<file path="config.mk">
export PLATFORM = sky130hd
export DESIGN_NAME = reg_writeback_arbiter
export DESIGN_NICKNAME = d
export VERILOG_FILES = /design/src/rtl/cpu_defs_pkg.sv /design/src/rtl/wb_scoreboard.sv /design/src/rtl/reg_writeback_arbiter.sv
export SDC_FILE = /design/constraint.sdc
export NUM_CORES = 1
export LEC_CHECK = 0
export BUFFER_PORTS_ARGS = -buffer_cell sky130_fd_sc_hd__buf_2
export CAP_MARGIN = 5
export CORE_MARGIN = 2
export CORE_UTILIZATION = 49
export DETAILED_ROUTE_END_ITERATION = 10
export HOLD_SLACK_MARGIN = 0.12
export PLACE_DENSITY = 0.84
export SYNTH_ARGS = -nofsm -noshare
export SYNTH_HDL_FRONTEND = slang
export SYNTH_HIERARCHICAL = 1
export SYNTH_SLANG_ARGS = --single-unit
export TNS_END_PERCENT = 30
</file>
<file path="constraint.sdc">
create_clock -name clk -period 2.98 [get_ports clk]
set_clock_uncertainty 0.15 [all_clocks]
set_input_delay 0.596 -clock clk [delete_from_list [all_inputs] [get_ports clk]]
set_output_delay 0.596 -clock clk [all_outputs]
set_load 0.01 [all_outputs]
</file>
<file path="src/rtl/cpu_defs_pkg.sv">
// +----------------------------------------------------------------------------+
// | cpu_defs_pkg: shared CPU datapath widths and write-back source encoding    |
// | Revision: 1.0                                                              |
// +----------------------------------------------------------------------------+
`default_nettype none

package cpu_defs_pkg;

    localparam int          DATA_W     = 32;
    localparam int          REG_ADDR_W = 5;
    localparam int          NUM_REGS   = 32;
    localparam int          STARVE_MAX = 4;
    localparam logic [4:0]  REG_ZERO   = 5'd0;

    typedef enum logic [1:0] {
        SRC_NONE = 2'd0,
        SRC_ALU  = 2'd1,
        SRC_LSU  = 2'd2
    } wb_src_e;

endpackage

`default_nettype wire

</file>
<file path="src/rtl/wb_scoreboard.sv">
// +----------------------------------------------------------------------------+
// | wb_scoreboard: pending-destination mask for LSU ops, issue grant, error    |
// | Revision: 1.0                                                              |
// +----------------------------------------------------------------------------+
`default_nettype none

module wb_scoreboard #(
    parameter int ADDR_W   = cpu_defs_pkg::REG_ADDR_W,
    parameter int NUM_REGS = cpu_defs_pkg::NUM_REGS
) (
    input  logic                clk,
    input  logic                rst_n,
    input  logic                set_valid_i,
    input  logic [ADDR_W-1:0]   set_addr_i,
    input  logic                clr_valid_i,
    input  logic [ADDR_W-1:0]   clr_addr_i,
    output logic                issue_accept_o,
    output logic [NUM_REGS-1:0] pending_mask_o,
    output logic                lsu_error_o
);
    import cpu_defs_pkg::*;

    localparam logic [NUM_REGS-1:0] ONE_HOT0 = {{(NUM_REGS-1){1'b0}}, 1'b1};
    localparam logic [ADDR_W-1:0]   ZERO_A   = ADDR_W'(REG_ZERO);

    logic [NUM_REGS-1:0] pending_q, pending_d;
    logic                error_q, error_d;
    logic [NUM_REGS-1:0] w_set_vec;
    logic [NUM_REGS-1:0] w_clr_vec;

    // Register 0 is never marked pending, so reservations of it always pass.
    assign issue_accept_o = rst_n & set_valid_i & ~pending_q[set_addr_i];

    always_comb begin
        w_set_vec = '0;
        w_clr_vec = '0;
        if (issue_accept_o && (set_addr_i != ZERO_A)) begin
            w_set_vec = ONE_HOT0 << set_addr_i;
        end
        if (clr_valid_i) begin
            w_clr_vec = ONE_HOT0 << clr_addr_i;
        end
        pending_d = (pending_q & ~w_clr_vec) | w_set_vec;
        error_d   = error_q |
                    (clr_valid_i && (clr_addr_i != ZERO_A) && !pending_q[clr_addr_i]);
    end

    always_ff @(posedge clk or negedge rst_n) begin
        if (!rst_n) begin
            pending_q <= '0;
            error_q   <= 1'b0;
        end else begin
            pending_q <= pending_d;
            error_q   <= error_d;
        end
    end

    assign pending_mask_o = pending_q;
    assign lsu_error_o    = error_q;

endmodule

`default_nettype wire

</file>
<file path="src/rtl/reg_writeback_arbiter.sv">
// +----------------------------------------------------------------------------+
// | reg_writeback_arbiter: ALU/LSU write-port arbiter with starvation bubble   |
// | Revision: 1.0                                                              |
// +----------------------------------------------------------------------------+
`default_nettype none

module reg_writeback_arbiter #(
    parameter int DATA_W     = cpu_defs_pkg::DATA_W,
    parameter int ADDR_W     = cpu_defs_pkg::REG_ADDR_W,
    parameter int STARVE_MAX = cpu_defs_pkg::STARVE_MAX
) (
    input  logic              clk,
    input  logic              rst_n,
    input  logic              aluValid,
    input  logic [ADDR_W-1:0] aluRegAddr,
    input  logic [DATA_W-1:0] aluData,
    input  logic              lsuValid,
    output logic              lsuReady,
    input  logic [ADDR_W-1:0] lsuRegAddr,
    input  logic [DATA_W-1:0] lsuData,
    input  logic              issueValid,
    input  logic [ADDR_W-1:0] issueRegAddr,
    output logic              issueAccept,
    output logic              aluStall,
    output logic              regWriteEnable,
    output logic [ADDR_W-1:0] writeRegAddr,
    output logic [DATA_W-1:0] writeData,
    output logic [31:0]       pendingMask,
    output logic              lsuError
);
    import cpu_defs_pkg::*;

    localparam logic [ADDR_W-1:0] ZERO_A    = ADDR_W'(REG_ZERO);
    localparam logic [3:0]        STARVE_LIM = 4'(STARVE_MAX);

    wb_src_e           w_src;
    logic              w_lsu_xfer;

    logic              we_q, we_d;
    logic [ADDR_W-1:0] addr_q, addr_d;
    logic [DATA_W-1:0] data_q, data_d;
    logic [3:0]        starve_q, starve_d;
    logic              stall_q, stall_d;

    assign lsuReady   = rst_n & ~aluValid;
    assign w_lsu_xfer = lsuValid & lsuReady;

    always_comb begin
        w_src = SRC_NONE;
        if (aluValid) begin
            w_src = SRC_ALU;
        end else if (w_lsu_xfer) begin
            w_src = SRC_LSU;
        end
    end

    // Idle cycles keep the last address/data so the register file bus stays quiet.
    always_comb begin
        we_d   = 1'b0;
        addr_d = addr_q;
        data_d = data_q;
        case (w_src)
            SRC_ALU: begin
                addr_d = aluRegAddr;
                data_d = aluData;
                we_d   = (aluRegAddr != ZERO_A);
            end
            SRC_LSU: begin
                addr_d = lsuRegAddr;
                data_d = lsuData;
                we_d   = (lsuRegAddr != ZERO_A);
            end
            default: ;
        endcase
    end

    // Counts consecutive cycles the LSU was offered but lost to the ALU.
    always_comb begin
        stall_d  = (starve_q == STARVE_LIM);
        starve_d = starve_q;
        if (stall_d || !lsuValid || w_lsu_xfer) begin
            starve_d = 4'd0;
        end else if (aluValid) begin
            starve_d = starve_q + 4'd1;
        end
    end

    always_ff @(posedge clk or negedge rst_n) begin
        if (!rst_n) begin
            we_q     <= 1'b0;
            addr_q   <= '0;
            data_q   <= '0;
            starve_q <= 4'd0;
            stall_q  <= 1'b0;
        end else begin
            we_q     <= we_d;
            addr_q   <= addr_d;
            data_q   <= data_d;
            starve_q <= starve_d;
            stall_q  <= stall_d;
        end
    end

    wb_scoreboard #(
        .ADDR_W   (ADDR_W),
        .NUM_REGS (32)
    ) u_scoreboard (
        .clk            (clk),
        .rst_n          (rst_n),
        .set_valid_i    (issueValid),
        .set_addr_i     (issueRegAddr),
        .clr_valid_i    (w_lsu_xfer),
        .clr_addr_i     (lsuRegAddr),
        .issue_accept_o (issueAccept),
        .pending_mask_o (pendingMask),
        .lsu_error_o    (lsuError)
    );

    assign regWriteEnable = we_q;
    assign writeRegAddr   = addr_q;
    assign writeData      = data_q;
    assign aluStall       = stall_q;

endmodule

`default_nettype wire

</file>
==> flow_summary_export.csv <==
group,metric,value,unit
global_routing,grt_overflow,0,
clock_network,h-tree-depth,3,
floorplan,die-area,8810,um2
global_routing,antenna_found_initial,0,
power,power_density,574,nW/um2
routing,drt_iter0_markers,269,
sta,worst_pin_slew,0.621,ns
logic_synthesis,yosysUniqueCellTypes,51,
finish,utilization,65.1,%
floorplan,die_h,93.9,um
logic_synthesis,synth.ff_latch_count,76,
global_routing,grt_max_degree,52,
logic_synthesis,synthMuxAreaShare,8.89,%
sta,hold_viol,0,
critical_path,slowest_stage,"mux4_2",
clock_network,cts-root-buf,"clkbuf_8",
floorplan,start_util,50.9,%
critical_path,cp-start-kind,"input port",
critical_path,cp-end-kind,"primary output",
global_routing,grt_usage,27.1,%
clock_network,clk_latency,0.35,ns
critical_path,crit_top_cell,"buf_2",
sta,setup_tns,0,ns
global_routing,grt_pass1_wl,18.2,mm
logic_synthesis,syn_inst,402,
finish,layout_commonest_cell,"buf_2",
global_routing,grt_pass1_vias,3811,
logic_synthesis,synth-edff-count,0,
floorplan,die_width,93.9,um
run,max-cap-violations,0,
finish,multi_input_area,1880,um2
critical_path,crit_type,"input port to primary output",
sta,rsz0062_at_grt,"no",
logic_synthesis,synth_compound_area_share,18.8,%
power,ir_drop,0.000270,V
sta,min_period,2.90,ns
critical_path,cp_max_fo,5,
clock_network,cts_num_sinks,76,
outcome,status,"finished clean",
sta,fmax,345,MHz
clock_network,clk_pin_slew,0.08,ns
sta,slew_violations,0,
routing,vias,3862,
logic_synthesis,synth_top_family_by_area,"compound AO/OA/AOI/OAI gates",
finish,antennaDiodeCount,0,
logic_synthesis,synthesis.area,3960,um2
routing,viasPerCell,5.83,
routing,final_antenna_net_count,0,
critical_path,worst-path-buf-inv,2,
floorplan,coreArea,7770,um2
power,power_leakage,2.49,nW
sta,relSlewSlack,58.6,%
routing,wire_per_inst,18.1,um
clock_network,cts_buffers,9,
logic_synthesis,synth_seq_area_share,48.1,%
finish,fin_nets,642,
logic_synthesis,synth-simple-area-share,18.2,%
clock_network,postCtsSetupRepairBufs,0,
logic_synthesis,synth_adder_area_share,0.633,%
logic_synthesis,synth.net_count,488,
hold_path,min_path_type,"input port to flop",
routing,drt-total-wl,12.0,mm
finish,final_cell_mix,"156 x buf_2, 89 x nand2_1, 76 x dfrtp_1, 51 x o21ai_0, 36 x a22oi_1",
logic_synthesis,syn_area_per_cell,9.84,um2
placement,gp_congestion,0.961,
critical_path,critPathTopFamily,"multiplexers",
sta,hold_slack,0.309,ns
logic_synthesis,async_flop_share,100,%
finish,syn2layout_area_growth,27.9,%
critical_path,crit_chain,"buf_2 -> mux2_2 -> mux4_2 -> and2_4 -> nor4_4 -> buf_2",
clock_network,tritoncts,"yes",
finish,regArea,1900,um2
sta,timing.final.crit_share,97.3,%
critical_path,max_stage_delay,0.48,ns
clock_network,clockBufferDepth,2,
floorplan,row_count,32,
routing,firstDrtPassIters,5,
placement,portBuffers,157,
placement,dp_hpwl,8.80,mm
logic_synthesis,yosys_warnings,6,
critical_path,required,2.23,ns
routing,route.detailed.drc,0,
finish,fillCellCount,663,
sta,setup_viol,0,
logic_synthesis,synthXorXnorAreaFrac,0.664,%
critical_path,cp.arrival,2.15,ns
logic_synthesis,yosys_most_used_dff,"dfrtp_1",
placement,dpl-instance-area,4800,um2
finish,final_cell_area,5060,um2
floorplan,io_pins,158,
finish,drive_above_1_share,36.7,%
path summary, 6_finish.rpt:
check                                                     start                              end  slack, ns  depth (start not counted)
max in group asynchronous                                 rst_n  u_scoreboard/pending_mask_o[21]       1.38                          3
worst max-delay path                            issueRegAddr[1]                      issueAccept       0.08                          6
worst min-delay path                                 lsuData[5]                     writeData[5]       0.31                          3
worst max register to register  u_scoreboard/pending_mask_o[21]  u_scoreboard/pending_mask_o[16]       0.70                          6
worst min register to register                     writeData[7]                     writeData[7]       0.32                          2
min in group asynchronous                                 rst_n                   regWriteEnable       0.47                          2
cells in the mapped netlist, types with 5 or more instances:
cell type  instances  area (um2)
inv_1              7        26.3
nand3_1           11        55.1
nand2b_1           5        31.3
nor2b_1            5        31.3
nand3b_1           6        45.0
o21ai_0           51         255
buf_2              7        35.0
nor2_1            14        52.6
mux4_2             9         203
dfrtp_1           76        1900
buf_6              5        56.3
a22oi_1           36         270
nand2_1           89         334
o31ai_1            8        60.1
clkbuf_1          12        45.0
mux2i_1           10         100
stage by stage:
step	worst slack, ns	power, mW	std cells
2_1_floorplan	0.0210	1.65	402
3_3_place_gp	0.0175	1.95	646
3_5_place_dp	-0.0164	1.97	646
4_1_cts	0.0542	2.91	663
5_1_grt	0.0401	3.04	663
6_report	0.0805	2.90	663
cell families (layout without fill, tap and decap cells):
group           after synthesis  count (layout)
simple gates                153             153
compound gates              113             113
flops                        76              76
buf+inv                      33             192
mux                          22              22
xor+xnor                      3               3
fa+ha+maj                     2               2
routing by layer:
layer  track usage (%)  part of all wire, %
met1              33.2                   40
met2              46.4                   50
met3              5.22                  9.4
met5                 0                    0
met4              12.1                  1.6
state kept, by name, indices dropped and copies added, names as in the netlist:
| register | cells |
|---|---|
| aluStall | 1 |
| regWriteEnable | 1 |
| starve_q | 4 |
| u_scoreboard/lsu_error_o | 1 |
| u_scoreboard/pending_mask_o | 32 |
| writeData | 32 |
| writeRegAddr | 5 |
what timing repair did:
| action | CTS | global route |
|---|---|---|
| resized for setup | 1 | 1 |
| endpoints found under the setup margin | 1 | 1 |
| hold buffers | 1 | 0 |
| hold endpoints to repair | 3 | 0 |
where the power goes:
part / leakage (nW) / internal (mW) / total, mW / switching [mW]
clock network: 0.117 / 0.558 / 0.941 / 0.383
registers: 0.949 / 1.17 / 1.29 / 0.125
logic: 1.43 / 0.304 / 0.671 / 0.367
final cells by class:
cell class	count	area share, %
Tap cell	102	2.52
Timing Repair Buffer	169	17.4
Clock inverter	6	2.20
Multi-Input combinational cell	293	37.2
Inverter	7	0.519
Sequential cell	76	37.6
Clock buffer	10	2.52
worst reg2reg max path, stage by stage (launching register included):
cell and delay, ns:
dfrtp_1 0.41, mux2_2 0.27, mux4_2 0.48, and2_4 0.17, buf_4 0.13, or4_4 0.46
o21ai_2 0.13
Power figures use the tool's default switching activity.
